**config.mk**
```make
export PLATFORM = sky130hd
export DESIGN_NAME = uart_rcv
export DESIGN_NICKNAME = d
export VERILOG_FILES = /design/src/rtl/uart_rcv.sv
export SDC_FILE = /design/constraint.sdc
export NUM_CORES = 1
export LEC_CHECK = 0
export CORE_UTILIZATION = 40
export CTS_CLUSTER_DIAMETER = 80
export CTS_CLUSTER_SIZE = 24
export DETAILED_ROUTE_END_ITERATION = 10
export PLACE_DENSITY_LB_ADDON = 0.1
export REMOVE_ABC_BUFFERS = 1
export SYNTH_ARGS = -nofsm -noshare
export SYNTH_HDL_FRONTEND = slang
export SYNTH_SLANG_ARGS = --single-unit
```
**constraint.sdc**
```tcl
create_clock -name clk -period 6.24 [get_ports clk]
set_input_delay 0.936 -clock clk [delete_from_list [all_inputs] [get_ports clk]]
set_output_delay 0.936 -clock clk [all_outputs]
set_load 0.01 [all_outputs]
```
**src/rtl/uart_rcv.sv**
```systemverilog
// 8N1 serial receiver, mid-bit sampling; rdy/frm_err rise one clock after the stop-bit sample.
// No backpressure: an unacknowledged byte is overwritten and flagged through ovr.
module uart_rcv #(
    parameter int BAUD_CYCLES = 2604,
    parameter int CNT_W       = $clog2(BAUD_CYCLES)
) (
    input  logic       clk,
    input  logic       rst_n,
    input  logic       RX,
    input  logic       clr_rdy,
    output logic [7:0] rx_data,
    output logic       rdy,
    output logic       frm_err,
    output logic       ovr
);
    typedef enum logic [1:0] {IDLE, START, DATA} state_t;

    // Expiry is the cycle the counter reads zero, so each load is one short of the interval.
    localparam logic [CNT_W-1:0] HALF_LD = CNT_W'(BAUD_CYCLES / 2 - 1);
    localparam logic [CNT_W-1:0] FULL_LD = CNT_W'(BAUD_CYCLES - 1);

    state_t           state_q, state_d;
    logic             rx_m, rx_s;
    logic [CNT_W-1:0] cnt_q, cnt_d;
    logic [3:0]       bit_q, bit_d;
    logic [8:0]       sh_q, sh_d;
    logic             frame_start, stop_eval, good, bad;
    // rdy drops at every frame start, so overrun is tracked by whether the last byte was acknowledged.
    logic             pend;

    always_ff @(posedge clk or negedge rst_n) begin
        if (!rst_n) begin
            rx_m <= 1'b1;
            rx_s <= 1'b1;
        end else begin
            rx_m <= RX;
            rx_s <= rx_m;
        end
    end

    always_comb begin
        state_d     = state_q;
        cnt_d       = cnt_q;
        bit_d       = bit_q;
        sh_d        = sh_q;
        frame_start = 1'b0;
        stop_eval   = 1'b0;
        case (state_q)
            IDLE: begin
                if (!rx_s) begin
                    cnt_d       = HALF_LD;
                    bit_d       = 4'd0;
                    frame_start = 1'b1;
                    state_d     = START;
                end
            end
            START: begin
                if (cnt_q == '0) begin
                    if (rx_s) begin
                        state_d = IDLE;
                    end else begin
                        cnt_d   = FULL_LD;
                        state_d = DATA;
                    end
                end else begin
                    cnt_d = cnt_q - CNT_W'(1);
                end
            end
            DATA: begin
                if (cnt_q == '0) begin
                    sh_d  = {rx_s, sh_q[8:1]};
                    bit_d = bit_q + 4'd1;
                    cnt_d = FULL_LD;
                    if (bit_q == 4'd8) begin
                        stop_eval = 1'b1;
                        state_d   = IDLE;
                    end
                end else begin
                    cnt_d = cnt_q - CNT_W'(1);
                end
            end
            default: state_d = IDLE;
        endcase
    end

    assign good = stop_eval & sh_d[8];
    assign bad  = stop_eval & ~sh_d[8];

    always_ff @(posedge clk or negedge rst_n) begin
        if (!rst_n) begin
            state_q <= IDLE;
            cnt_q   <= '0;
            bit_q   <= 4'd0;
            sh_q    <= 9'd0;
            rx_data <= 8'h00;
            rdy     <= 1'b0;
            frm_err <= 1'b0;
            ovr     <= 1'b0;
            pend    <= 1'b0;
        end else begin
            state_q <= state_d;
            cnt_q   <= cnt_d;
            bit_q   <= bit_d;
            sh_q    <= sh_d;
            if (good) rx_data <= sh_d[7:0];

            if (good)                        rdy <= 1'b1;
            else if (frame_start || clr_rdy) rdy <= 1'b0;

            if (bad)                         frm_err <= 1'b1;
            else if (frame_start || clr_rdy) frm_err <= 1'b0;

            if (good && pend)  ovr <= 1'b1;
            else if (clr_rdy)  ovr <= 1'b0;

            if (good)          pend <= 1'b1;
            else if (clr_rdy)  pend <= 1'b0;
        end
    end
endmodule
```
Yosys cells after proc, flatten, opt, wreduce, memory -nomap -nowiden
Cells that the tools add are included.
{"block": "word_totals", "reg_bits": 41, "input_bits": 4, "elab_cells": 64}
{"block": "classes", "eq_ne": 8, "n_reduce_logical": 13, "n_mux": 27, "n_addsub": 2, "n_bitwise": 3}
{"cell": "$mux W12", "count": 4}
{"cell": "$pmux W12 S3", "count": 1}
{"cell": "$mux W9", "count": 2}
{"cell": "$logic_not A12 Y1", "count": 1}
{"cell": "$sub A12 B1 Y12 const B", "count": 1}
{"cell": "$mux W1", "count": 11}
{"cell": "$mux W2", "count": 5}
{"cell": "$reduce_bool A2 Y1", "count": 5}
{"cell": "$mux W4", "count": 2}
{"cell": "$ne A2 B2 Y1 const B", "count": 4}
{"cell": "$pmux W4 S2", "count": 1}
{"cell": "$pmux W2 S3", "count": 1}
{"cell": "$reduce_and A3 Y1", "count": 2}
{"cell": "$add A4 B1 Y4 const B", "count": 1}
{"cell": "$eq A4 B4 Y1 const B", "count": 1}
{"cell": "$reduce_and A4 Y1", "count": 1}
{"cell": "$ne A3 B3 Y1 const B", "count": 1}
{"cell": "$reduce_bool A3 Y1", "count": 1}
{"cell": "$and A1 B1 Y1", "count": 2}
{"cell": "$eq A2 B1 Y1 const B", "count": 1}
{"cell": "$eq A2 B2 Y1 const B", "count": 1}
{"cell": "$logic_not A2 Y1", "count": 1}
{"cell": "$logic_and A1 B1 Y1", "count": 1}
{"cell": "$logic_or A1 B1 Y1", "count": 1}
{"cell": "$not A1 Y1", "count": 1}

Longest topological paths before layout
{"block": "depth", "word_depth": 7, "mapped_depth": 8, "ltp_nobuf": 6}

Worst setup path after synthesis
No wires, ideal clock.
{"block": "synth_path", "path_type": "reg2reg", "startpoint": "register cnt_q[7]", "endpoint": "register bit_q[3]", "required_time_ps": 6108, "stages_incl_launch_ff": 7, "path_slack_ps": 3966, "arrival_time_ps": 2143, "setup_time_ps": 132, "cell_sequence": "dfrtp_1 or4_4 buf_6 or4_4 buf_6 o211ai_2 or3b_1"}
{"block": "synth_between", "elab_chain_cells": 3}
{"element": "start: declaration", "line": "24", "text": "logic [CNT_W-1:0] cnt_q, cnt_d;"}
{"element": "start signal: assignment", "line": "102", "text": "cnt_q <= cnt_d;"}
{"element": "$logic_not A12 Y1", "line": "70", "text": "if (cnt_q == '0) begin"}
{"element": "$ne A2 B2 Y1 (no source line)"}
{"element": "$reduce_and A3 Y1 (no source line)"}
{"element": "end signal: assignment", "line": "103", "text": "bit_q <= bit_d;"}
{"element": "end: declaration", "line": "25", "text": "logic [3:0] bit_q, bit_d;"}
Every way passes these cells.
A chain may end at the register's enable or synchronous reset.

Worst setup path in the final report
{"block": "layout_path", "startpoint": "register cnt_q[5]", "endpoint": "register rx_data[2]"}
{"block": "layout_between", "elab_chain_cells": 4, "elab_cells_between_ends": 6, "classes_between": "mux: 4; bitwise: 1; reduce/logical: 1"}
{"element": "$logic_not A12 Y1 *", "line": "70"}
{"element": "$mux W1 or $mux W9 (tied branches)", "line": "70"}
{"element": "$mux W1 or $mux W9 (tied branches)", "line": "48", "text": "case (state_q)"}
{"element": "$and A1 B1 Y1", "line": "86", "text": "assign good = stop_eval & sh_d[8];"}
{"element": "end signal: assignment", "line": "105", "text": "if (good) rx_data <= sh_d[7:0];"}
{"element": "end: declaration", "line": "11", "text": "output logic [7:0] rx_data,"}
Mark *: on every way between the ends. The rest lies on a longest branch, timed or not.

==> results.md <==
* Site Rows at 26
* Clock Path Buffers at 2
* Post-layout net count at 221
* Sequential share of power at 54.7%
* Clock latency on the worst-skew pair at 290 ps
* Worst endpoint data arrival time at 2770 ps
* Final worst-path cycle share at 41.7%
* Via count at 1632
* Top-count cell post-synth: dfrtp_1
* Routed wire per std cell at 16.2 um
* Pin count of the biggest net entering global routing at 41
* Setup_tns at 0 ps
* CP Launch Type: flip-flop
* Layout cell share with drive strength beyond 1 at 18.5%
* Tot GR Track Use at 18.8%
* DRT met1 WL at 2070 um
* Initial DRC count at 141
* Pint at 380 uW
* Final hold vios at 0
* Antenna violations before repair at 0
* Top post-synthesis cells by count: dfrtp_1, mux2_2, inv_1
* Relative slew slack at 37.7%
* Final core utilization at 46.8%
* Antenna-violating nets left at 0
* Drt first pass iters at 4
* Ys Warns at 0
* Switch share at 20.4%
* Post-DP HPWL at 3170 um
* Final instance area at 2390 sq um
* Clock sinks at 40
* Max-cap violations at 0
* Worst Hold Class: flip-flop to flip-flop
* Number of synthesized flops with an enable pin at 0
* Comb pwr share at 1.6%
* Met2 routed WL at 2190 um
* Total CTS buffers at 5
* Post-CTS Hold Buffers at 0
* Largest area contributor in the netlist: dfrtp_1
* Die Y at 74.7 um
* Primary FF master, synth: dfrtp_1
* GPL Wtd Cong at 0.908
* Setup violators final at 0
* Post-DP Area at 2280 sq um
* P_leak at 1.04 nW
* CTS HTree Levels at 2
* Sw Pwr at 97.6 uW
* Clk pwr share at 43.7%
* Fillcell total at 501
* #FFs+latches synth at 40
* Total congestion overflow at 0
* Die W at 74.7 um
* CTS clock-pin slew for the worst setup and hold paths at 80 ps
* Post-Syn Area at 2110 sq um
* Area Growth Syn to Fin at 13.1%
* Share of the synthesized area in the top cell type at 45.0%
* Crit path kind: flip-flop to flip-flop
* VDD IR max at 0.0000994 V
* DRC viols at 0
* Die Area at 5570 sq um
* Post-synthesis cell type count at 49
* Worst setup EP type: flip-flop
* Worst hold path depth at 0
* Core area at 5110 sq um
* Root buffer cell: clkbuf_8
* Worst hold slack at 364 ps
* Outcome: finished, final reports clean
* Mapped Cells at 200
* Antenna cells at 0
* Postcts setup bufs at 0
* Synth Area per Inst at 10.6 sq um
* DR WL met3 at 214 um
* Unrepaired setup endpoints after global routing: no
* Port Buffers at 14
* First-pass GRT wire length at 7840 um
* Max Clock Freq at 385 MHz
* I/O Pins at 15
* Post-CTS Resized at 0
* Area contributors post-synth: dfrtp_1, mux2_2, ha_1
* Starting density of the core at 41.4%
* Final WL at 4550 um
* Sequential share of the synthesized area at 47.5%
* Clock period minus worst slack at 2600 ps
* CTS tree: built
* Final Skew at 5.71 ps
* Number of global-route vias before repair at 1671
* Post-synth ARST share at 100%
* Max Used Layer: met4
* Critical Path RT at 6410 ps
* Reg2reg path depth at 4
* Crit-path max FO at 12
* Pins Over Slew Limit at 0
* Slew @ Worst Pin at 927 ps
* Power density cells at 200 nW/um^2
* Via-to-Cell Ratio at 5.81
==> logic make-up after synthesis <==
logic type	synth area share (%)
DFF	47.5
adders and majority gates	4.15
AOI/OAI and AO/OA	18.1
buffers and inverters	5.39
and+or+nand+nor	14.8
muxes	10.0
==> through the flow <==
stage / std cells / total power [mW] / setup WS, ps
global route: 281 / 0.499 / 3450
detailed placement: 273 / 0.274 / 3630
global placement: 273 / 0.274 / 3790
CTS: 281 / 0.487 / 3640
floorplan: 189 / 0.267 / 4010
finish: 281 / 0.478 / 3640
==> final cells by class <==
class	instances	area (sq um)	area share, %
flip-flops and latches	40	1000	42.0
well taps	70	87.6	3.67
clock inverters	3	42.5	1.78
clock buffers	5	68.8	2.88
repair buffers	14	135	5.66
inverters	15	56.3	2.36
multi-input cells	134	995	41.6
==> layout by cell type (no fill, tap or decap), types with 2 or more instances in the layout <==
| cell | n |
|---|---|
| a211o_1 | 3 |
| a21oi_1 | 7 |
| a31oi_1 | 5 |
| and3_1 | 3 |
| clkbuf_8 | 5 |
| clkdlybuf4s50_1 | 13 |
| dfrtp_1 | 38 |
| dfstp_2 | 2 |
| ha_1 | 7 |
| inv_1 | 15 |
| mux2_2 | 17 |
| mux2i_1 | 2 |
| nand2_1 | 12 |
| nand3_1 | 3 |
| nor2_1 | 6 |
| nor3_1 | 9 |
| nor4_1 | 2 |
| nor4_2 | 3 |
| o211ai_1 | 2 |
| o21ai_0 | 13 |
| o22ai_1 | 3 |
| o31ai_1 | 5 |
| o41ai_1 | 4 |
| or2_2 | 2 |
| or3_1 | 2 |
| or4_1 | 2 |
| or4_4 | 2 |
==> path summary, 6_finish.rpt <==
check                                      from                endpoint  slack, ps
hold reg to reg                  rx_m$_DFF_PN1_          rx_s$_DFF_PN1_        360
min in group asynchronous                 rst_n    bit_q[1]$_DFFE_PN0P_        760
hold / removal                   rx_m$_DFF_PN1_          rx_s$_DFF_PN1_        360
setup reg to reg           cnt_q[5]$_DFFE_PN0P_  rx_data[2]$_DFFE_PN0P_       3640
setup / recovery           cnt_q[5]$_DFFE_PN0P_  rx_data[2]$_DFFE_PN0P_       3640
max in group asynchronous                 rst_n       sh_q[1]$_DFF_PN0_       4920
==> worst max-delay path: stages, from the launching register on <==
cell,delay [ps]
dfrtp_1,410
or4_1,750
nor4_2,380
nand3_1,500
mux2_2,440
==> power groups by stage <==
stage | Clock, mW | Sequential [mW] | Combinational [mW]
after floorplan | 0 | 0.266 | 0.000857
after global placement | 0 | 0.266 | 0.00788
after detailed placement | 0 | 0.266 | 0.00803
after CTS | 0.218 | 0.261 | 0.00807
after global routing | 0.228 | 0.261 | 0.00907
final | 0.209 | 0.261 | 0.00757
==> layer usage <==
metal  up-vias  global-route usage, %
met1       812                   23.8
met5         -                      0
met3        11                   4.28
met4         0                   7.76
met2        43                   31.0
li1        766                      -
==> sequential cells by signal, indices dropped and copies added (netlist names) <==
name and cells:
bit_q 4, cnt_q 12, frm_err 1, ovr 1
pend 1, rdy 1, rx_data 8, rx_m 1
rx_s 1, sh_q 8, state_q 2
Power figures use the tool's default switching activity.
